==> config.mk <==
export PLATFORM = sky130hd
export DESIGN_NAME = updown_modulo_counter
export DESIGN_NICKNAME = d
export VERILOG_FILES = /design/src/rtl/counter_pkg.sv /design/src/rtl/counter_prescaler.sv /design/src/rtl/updown_modulo_counter.sv
export SDC_FILE = /design/constraint.sdc
export NUM_CORES = 1
export LEC_CHECK = 0
export CAP_MARGIN = 30
export CORE_MARGIN = 1.5
export CORE_UTILIZATION = 50
export DETAILED_ROUTE_END_ITERATION = 12
export GPL_TIMING_DRIVEN = 0
export PLACE_DENSITY = 0.82
export SKIP_LAST_GASP = 1
export SLEW_MARGIN = 40
export SYNTH_ARGS = -nofsm -noshare
export SYNTH_HDL_FRONTEND = slang
export SYNTH_SLANG_ARGS = --single-unit
==> constraint.sdc <==
create_clock -name clk -period 3.85 [get_ports clk]
set_input_delay 0.77 -clock clk [delete_from_list [all_inputs] [get_ports clk]]
set_output_delay 0.77 -clock clk [all_outputs]
set_load 0.02 [all_outputs]
==> src/rtl/counter_pkg.sv <==
// Shared types and constants for the up/down modulo counter family.
package counter_pkg;

  localparam int unsigned MODE_W = 2;

  typedef enum logic [MODE_W-1:0] {
    MODE_WRAP    = 2'b00,
    MODE_SAT     = 2'b01,
    MODE_ONESHOT = 2'b10,
    MODE_RSVD    = 2'b11
  } count_mode_e;

endpackage : counter_pkg

==> src/rtl/counter_prescaler.sv <==
// Enable prescaler: emits a tick every (div+1) enabled cycles.
// Instantiated by updown_modulo_counter only when COUNTER_PRESCALE_EN is defined.
module counter_prescaler #(
  parameter int unsigned W = 4
) (
  input  logic         clk,
  input  logic         rst_n,
  input  logic         clear,
  input  logic         enable,
  input  logic [W-1:0] div,
  output logic         tick
);

  logic [W-1:0] pre_q, pre_d;

  assign tick = (pre_q == div);

  // Phase only advances on enabled cycles and restarts on each tick.
  always_comb begin
    pre_d = pre_q;
    if (clear) begin
      pre_d = '0;
    end else if (enable) begin
      pre_d = tick ? '0 : pre_q + W'(1);
    end
  end

  always_ff @(posedge clk or negedge rst_n) begin
    if (!rst_n) begin
      pre_q <= '0;
    end else begin
      pre_q <= pre_d;
    end
  end

endmodule : counter_prescaler

==> src/rtl/updown_modulo_counter.sv <==
// Up/down counter with programmable terminal value and WRAP/SAT/ONESHOT behaviour.
// Optional enable prescaler compiled in with COUNTER_PRESCALE_EN.
module updown_modulo_counter
  import counter_pkg::*;
#(
  parameter int unsigned WIDTH      = 8,
  parameter int unsigned PRESCALE_W = 4
) (
  input  logic                  clk,
  input  logic                  rst_n,
  input  logic                  clear,
  input  logic                  load,
  input  logic [WIDTH-1:0]      load_value,
  input  logic                  enable,
  input  logic                  direction,
  input  logic [MODE_W-1:0]     mode,
  input  logic [WIDTH-1:0]      limit,
`ifdef COUNTER_PRESCALE_EN
  input  logic [PRESCALE_W-1:0] prescale_div,
`endif
  output logic [WIDTH-1:0]      count,
  output logic                  at_term,
  output logic                  tc_pulse,
  output logic                  halted
);

  logic [WIDTH-1:0] count_q, count_d;
  logic             halted_q, halted_d;
  logic             tc_q, tc_d;
  logic             step_tick;
  logic             step;
  count_mode_e      mode_e;

  assign mode_e = count_mode_e'(mode);

`ifdef COUNTER_PRESCALE_EN
  counter_prescaler #(
    .W (PRESCALE_W)
  ) u_prescaler (
    .clk    (clk),
    .rst_n  (rst_n),
    .clear  (clear | load),
    .enable (enable & ~halted_q),
    .div    (prescale_div),
    .tick   (step_tick)
  );
`else
  logic [PRESCALE_W-1:0] unused_prescale;
  assign unused_prescale = '0;
  assign step_tick       = 1'b1;
`endif

  assign at_term = direction ? (count_q >= limit) : (count_q == '0);
  assign step    = enable & step_tick & ~halted_q & ~clear & ~load;

  // Priority: clear > load > step; terminal handling depends on mode.
  always_comb begin
    count_d  = count_q;
    halted_d = halted_q;
    tc_d     = 1'b0;
    if (clear) begin
      count_d  = '0;
      halted_d = 1'b0;
    end else if (load) begin
      count_d  = load_value;
      halted_d = 1'b0;
    end else if (step) begin
      if (at_term) begin
        case (mode_e)
          MODE_SAT: begin
            count_d = count_q;
          end
          MODE_ONESHOT: begin
            halted_d = 1'b1;
            tc_d     = 1'b1;
          end
          default: begin
            count_d = direction ? '0 : limit;
            tc_d    = 1'b1;
          end
        endcase
      end else begin
        count_d = direction ? count_q + WIDTH'(1) : count_q - WIDTH'(1);
      end
    end
  end

  always_ff @(posedge clk or negedge rst_n) begin
    if (!rst_n) begin
      count_q  <= '0;
      halted_q <= 1'b0;
      tc_q     <= 1'b0;
    end else begin
      count_q  <= count_d;
      halted_q <= halted_d;
      tc_q     <= tc_d;
    end
  end

  assign count    = count_q;
  assign tc_pulse = tc_q;
  assign halted   = halted_q;

endmodule : updown_modulo_counter

==> metrics.md, run 1 <==
| Metric | Value |
|---|---|
| Number of global-route vias before repair | `around 1100` |
| Required @ worst endpoint | `3.08 ns` |
| Share of cells above drive strength 1 | `approximately an eighth` |
| Clk slew on worst S/H paths | `~0.06 ns` |
| First DRT Iteration DRCs | `23` |
| CTS tree | `built` |
| FF+latch area | `around 250 um2` |
| Input/output buffers | `34` |
| Antenna cells | `0` |
| Via/cell ratio | `a little under 6` |
| WS Path Type | `in -> out` |
| CTS H-tree depth | `1` |
| Die H | `approximately 54 um` |
| Hold_sp | `halted$_DFFE_PN0P_` |
| Worst reg-to-reg setup slack | `about 1.4 ns` |
| Post-synthesis cell area | `around 0.0013 mm2` |
| Power Dens Cells | `approximately 310 mW/mm2` |
| Max cap viols | `0` |
| RR Startpoint | `count[0]$_DFFE_PN0P_` |
| Detailed Route WL | `about 3200 um` |
| Global-route wire length before repair | `4970 um` |
| Leak Pwr | `a little under 0.8 nW` |
| Row count | `18` |
| Antenna violation net count after detailed routing | `0` |
| Setup Buffers After CTS | `0` |
| Hold Fails Final Rpt | `0` |
| CTS max path bufs | `2` |
| Final worst slack | `0.291 ns` |
| Setup WS pre-CTS | `between 0.005 and 0.006 ns` |
| Hold Path Class | `reg -> reg` |
| Slew Limit Fails | `0` |
| Pre-antenna DRT Iters | `4` |
| Routability congestion estimate | `around 0.90` |
| RR Endpoint | `count[7]$_DFFE_PN0P_` |
| Yosys warns | `0` |
| Global route overflow | `0` |
| Io pins | `35` |
| CTS buffer count | `3` |
| Residual DRC | `0` |
| CTS sink cnt | `10` |
| Fin crit share | `between 90% and 100%` |
| Tot GR Track Use | `between 20% and 30%` |
| Syn avg cell area | `between 8 and 9 um2` |
| Fill cells | `210` |
| Arrival @ worst endpoint | `roughly 2.8 ns` |
| Worst slew pin tran | `about 0.46 ns` |
| Crit path capture type | `primary output` |
| Post-DP HPWL | `between 2000 and 3000 um` |
| RSZ-0062 raised after global routing | `false` |
| Seq cells post-synth | `10` |
| Sum Neg Setup Slack | `0 ns` |
| Multi-input combinational cell area | `937 um2` |
| Distinct cells, synth | `40` |
| Die area | `roughly 0.0029 mm2` |
| CP max FO | `6` |
| Maximum vdd drop | `between 0.2 and 0.25 mV` |
| Clk root buf | `clkbuf_4` |
| Final setup vio count | `0` |
| Status | `finished clean` |
| Setup Skew | `0.00344 ns` |
| Placeable Area | `around 0.0025 mm2` |
| Register area share after synthesis | `around a fifth` |
| WHS Endpoint | `halted$_DFFE_PN0P_` |
| Fin crit period | `between 3 and 4 ns` |
| Die Width | `around 54 um` |
| Initial antenna violation count | `0` |
| Largest net degree at the start of global routing | `12` |
| Startpoint Class | `primary input` |
| Total number of vias | `1242` |
| Net Count, Synth | `around 190` |
| Avg WL per Cell | `between 10 and 15 um` |
| Nets | `between 200 and 250` |
| P&R area growth vs syn | `31.0%` |
| Fmax | `between 200 and 300 MHz` |
| Post-Synthesis Cells | `between 100 and 150` |
| Clk_lat worst skew | `0.26 ns` |
| R2r worst-path depth | `10` |
| Initial Util | `about 52%` |
| WHS Path Cells | `2` |
| Worst rel slew slack | `69.3%` |
[worst max-delay path by stage]
stage,start,endpoint,depth (start not counted)
after detailed placement,limit[7],at_term,8
after global routing,limit[6],at_term,7
final,limit[6],at_term,7
after global placement,limit[7],at_term,8
after floorplan,limit[6],at_term,5
after CTS,limit[6],at_term,7
[per-stage QoR]
step                      hold WS [ns]  cells  cell area, um2  utilization, %  total power, W
after floorplan                  0.474    147            1290               -        0.000349
after global placement           0.564    211            1660            67.8        0.000441
after detailed placement         0.560    211            1660            67.8        0.000450
after CTS                        0.576    214            1690            68.7        0.000521
after global routing             0.622    214            1690            68.7        0.000560
final                            0.570    214            1690            68.7        0.000519
[flip-flops by register name, summed over array words and instances (netlist names)]
signal and flops:
count 8, tc_pulse 1, halted 1
[final cells by class]
type	count	share of cell area, %
Clock buffer	3	1.34
Buffer	4	2.52
Inverter	15	3.34
Multi-Input combinational cell	118	55.6
Sequential cell	10	14.8
Tap cell	30	2.23
Timing Repair Buffer	34	20.1
[logic make-up (layout without fill, tap and decap cells)]
logic type / count (synthesis) / after routing / synth area share (%)
adder cells (fa/ha/maj): 17 / 17 / 17.1
flip-flops: 10 / 10 / 19.5
AO/OA/AOI/OAI: 48 / 48 / 30.3
multiplexers: 2 / 2 / 1.56
AND/OR/NAND/NOR: 46 / 46 / 20.4
buffers and inverters: 19 / 56 / 7.68
XOR/XNOR: 5 / 5 / 3.40
[cell usage after synthesis, drive strengths merged]
cell type    count  share of area, %
xnor2            1              0.68
fa               1               1.6
o21bai           1              0.58
a21oi           13               5.6
inv             15               4.4
nand3            4               1.6
nor2b            6               2.9
nand2b           4               1.9
or2b             1              0.68
a21o             2               1.2
a22oi            2               1.6
o21ai           11               4.3
mux2i            2               1.6
a211oi           5               3.7
and3             1              0.58
a31oi            2              0.97
buf              2               1.5
a2111oi          1               2.1
o41ai            4               5.1
o21a             1              0.58
clkbuf           1               1.1
dfrtp           10                19
nor2            12               3.5
nor4             2               3.3
o31ai            2               1.2
xor2             4               2.7
a211o            1              0.68
dlygate4sd3      1              0.78
a21bo            1              0.78
nor3             7               2.7
nand2            9               3.2
ha              16                16
a22o             2               2.0
[cells in the final DEF (no fill, tap or decap), types with 3 or more instances in the layout]
cell and count:
xor2_1 4, nand3_1 4, o21ai_0 8, ha_1 16, dfrtp_1 10, clkdlybuf4s50_1 33
a21oi_1 11, nor2_1 12, nand2_1 8, nor2b_1 6, o41ai_2 4, nor3_1 7
o21ai_1 3, inv_1 15, clkbuf_4 3, a211oi_1 3, nand2b_1 4
[repair_timing]
item / in CTS / in global routing
setup endpoints to repair: 1 / 0
hold buffers: 0 / 0
resized for setup: 1 / 0
[metal layers]
layer  up-vias  global-route usage [%]  wire, um
met5         -                       0         0
met4         0                    5.13         0
met3         0                    4.17       147
met2        39                    38.2      1610
met1       596                    32.6      1420
li1        607                       -         -
[report_power, final]
part	internal, W	switching [W]
clock	0.0000361	0.0000351
combinational	0.000147	0.000154
sequential	0.000117	0.0000300
[worst max-delay path, stage by stage]
cell and delay, ns:
clkdlybuf4s50_1 0.46, inv_1 0.08, ha_1 0.31, a21o_1 0.21, a2111oi_4 0.38, a22oi_2 0.20, dlygate4sd2_1 0.37
Power figures use the tool's default switching activity.
==> run 2: changes to the inputs <==
CORE_MARGIN = default   (was 1.5)
PLACE_DENSITY = 0.86   (was 0.82)
==> run 2 against run 1 <==
Compared with the run above:
- power increased by 1.9%
- utilization unchanged
- first-iteration DRC count decreased by 4.3%
- clock power increased by 3.9%
- non-clock buffer count unchanged
- maximum frequency decreased by 0.97%
- final cell count unchanged
- flip-flop and latch count unchanged
- critical path type unchanged
- largest power group unchanged
- highest routed layer is now met4
==> metrics.md, run 2 (synthesis gave the netlist of run 1 again) <==
| Metric | Value |
|---|---|
| Hold_ws | `0.637 ns (+0.0676 ns)` |
| CTS max path bufs | `2 (unchanged)` |
| Commonest cells after routing, fill and taps aside | `clkdlybuf4s50_1 (33), ha_1 (16), inv_1 (15), nor2_1 (12), a21oi_1 (11)` |
| Switching Share | `43.1% (+0.93 points)` |
| Seq pwr share | `27.9% (-0.5 points)` |
| Initial Util | `52.4% (unchanged)` |
| CP max FO | `6 (unchanged)` |
| Die H | `52.7 um (-1.9%)` |
| Via/cell ratio | `5.82 (+0.24%)` |
| Maximum vdd drop | `0.287 mV (+25%)` |
| Startpoint Class | `primary input` |
| Fmax | `278 MHz (-0.97%)` |
| P&R area growth vs syn | `31.0% (unchanged)` |
| Nets | `227 (unchanged)` |
| Io pins | `35 (unchanged)` |
| Antenna cells | `0 (unchanged)` |
| WS Path Type | `in -> out` |
| Global-route wire length before repair | `5400 um (+8.6%)` |
| Slew Limit Fails | `0 (unchanged)` |
| RSZ-0062 raised after global routing | `false` |
| Arrival @ worst endpoint | `2.82 ns (+0.03 ns)` |
| Status | `finished clean` |
| Sw Pwr | `0.000228 W (+4.1%)` |
| CTS H-tree depth | `1 (unchanged)` |
| Max reg flops | `8 (unchanged)` |
| Worst rel slew slack | `68.3% (-1.0 points)` |
| Routability congestion estimate | `0.886 (-1.1%)` |
| Residual DRC | `0 (unchanged)` |
| Power, Total | `0.000529 W (+1.9%)` |
| Required @ worst endpoint | `3.08 ns (about the same)` |
| CTS sink cnt | `10 (unchanged)` |
| Number of global-route vias before repair | `1161 (+2.2%)` |
| Antenna violation net count after detailed routing | `0 (unchanged)` |
| Placeable Area | `0.00245 mm2 (unchanged)` |
| Multi-input combinational cell area | `937 um2 (unchanged)` |
| Max cap viols | `0 (unchanged)` |
| Clk_lat worst skew | `0.27 ns (about the same)` |
| Row count | `18 (unchanged)` |
| First DRT Iteration DRCs | `22 (-4.3%)` |
| Setup Skew | `0.00337 ns (-0.0000715 ns)` |
| Fin crit share | `93.3% (+0.90 points)` |
| Leak Pwr | `0.779 nW (unchanged)` |
| Tot GR Track Use | `26.9% (+3.3 points)` |
| CTS buffer count | `3 (unchanged)` |
| FF+latch area | `250 um2 (unchanged)` |
| Metal2 WL | `1810 um (+12%)` |
| Global route overflow | `0 (unchanged)` |
| Die Width | `52.7 um (-1.9%)` |
| Top sig layer | `met4` |
| Detailed Route WL | `3440 um (+8.1%)` |
| Clk slew on worst S/H paths | `0.07 ns (about the same)` |
| Share of cells above drive strength 1 | `12.5% (unchanged)` |
| Int Power | `0.000301 W (+0.24%)` |
| Hold Fails Final Rpt | `0 (unchanged)` |
| Avg WL per Cell | `16.1 um (+8.1%)` |
| Post-DP HPWL | `2780 um (+8.4%)` |
| Met1 Wirelength | `1460 um (+2.7%)` |
| CTS tree | `built` |
| Setup Buffers After CTS | `0 (unchanged)` |
| Input/output buffers | `34 (unchanged)` |
| Total number of vias | `1245 (+0.24%)` |
| Commonest non-fill, non-tap cell in the layout | `clkdlybuf4s50_1` |
| Hold Path Class | `reg -> reg` |
| Worst slew pin tran | `0.475 ns (+0.0141 ns)` |
| Initial antenna violation count | `0 (unchanged)` |
| Final setup vio count | `0 (unchanged)` |
| Fin crit period | `3.59 ns (+0.0347 ns)` |
| Comb power frac | `58.2% (+0.3 points)` |
| Met3 routed WL | `157 um (+6.8%)` |
| Die area | `0.00278 mm2 (-3.7%)` |
| Power Dens Cells | `314 mW/mm2 (+1.9%)` |
| Clk root buf | `clkbuf_4` |
| Fill cells | `213 (+1.4%)` |
| Clk pwr share | `14.0% (+0.3 points)` |
| Pre-antenna DRT Iters | `4 (unchanged)` |
| Largest net degree at the start of global routing | `12 (unchanged)` |
| Crit path capture type | `primary output` |
## run 2: cell counts in the layout (fill, tap and decap cells not counted)
Identical to the previous run, type by type.
## run 2: final timing paths
| path | endpoint | from | cells after the start | slack, ns |
|---|---|---|---|---|
| max in group asynchronous | tc_pulse$_DFF_PN0_ | rst_n | 1 | 2.70 |
| max | at_term | limit[6] | 7 | 0.26 |
| min | count[4]$_DFFE_PN0P_ | count[4]$_DFFE_PN0P_ | 2 | 0.64 |
| min reg2reg | count[4]$_DFFE_PN0P_ | count[4]$_DFFE_PN0P_ | 2 | 0.64 |
| max reg2reg | count[5]$_DFFE_PN0P_ | count[0]$_DFFE_PN0P_ | 10 | 1.32 |
| min in group asynchronous | count[4]$_DFFE_PN0P_ | rst_n | 1 | 0.82 |
## run 2: what timing repair did
item	4_1_cts	5_1_grt
gates resized for setup	1	0
endpoints found under the setup margin	1	0
hold buffers	0	0
endpoints found under the hold margin	0	0
## run 2: area by class of cell
class	instances	share of cell area, %
Timing Repair Buffer	34	20.1
Sequential cell	10	14.8
Inverter	15	3.34
Multi-Input combinational cell	118	55.6
Clock buffer	3	1.34
Tap cell	30	2.23
Buffer	4	2.52
## run 2: per-stage QoR
stage / TNS (ns) / setup WS (ns) / area (um2) / instances / utilization (%)
final: 0 / 0.256 / 1690 / 214 / 68.7
after global routing: 0 / 0.147 / 1690 / 214 / 68.7
after CTS: 0 / 0.255 / 1690 / 214 / 68.7
after detailed placement: -0.00659 / -0.00659 / 1660 / 211 / 67.8
after global placement: 0 / 0.0404 / 1660 / 211 / 67.8
after floorplan: 0 / 1.19 / 1290 / 147 / -
## run 2: routing by layer
layer,vias up,track usage (%)
li1,606,-
met5,-,0
met4,0,4.82
met1,596,33.4
met2,41,47.3
met3,2,5.80
## run 2: critical path, cell delays in order
cell             delay, ns
clkdlybuf4s50_1       0.46
inv_1                 0.08
ha_1                  0.32
a21o_1                0.22
a2111oi_4             0.40
a22oi_2               0.22
dlygate4sd2_1         0.37
## run 2: power groups by stage
| stage | clock network [W] | registers (W) | logic [W] |
|---|---|---|---|
| after floorplan | 0 | 0.000157 | 0.000192 |
| after global placement | 0 | 0.000148 | 0.000293 |
| after detailed placement | 0 | 0.000149 | 0.000305 |
| after CTS | 0.0000738 | 0.000147 | 0.000306 |
| after global routing | 0.0000800 | 0.000149 | 0.000338 |
| final | 0.0000740 | 0.000147 | 0.000308 |
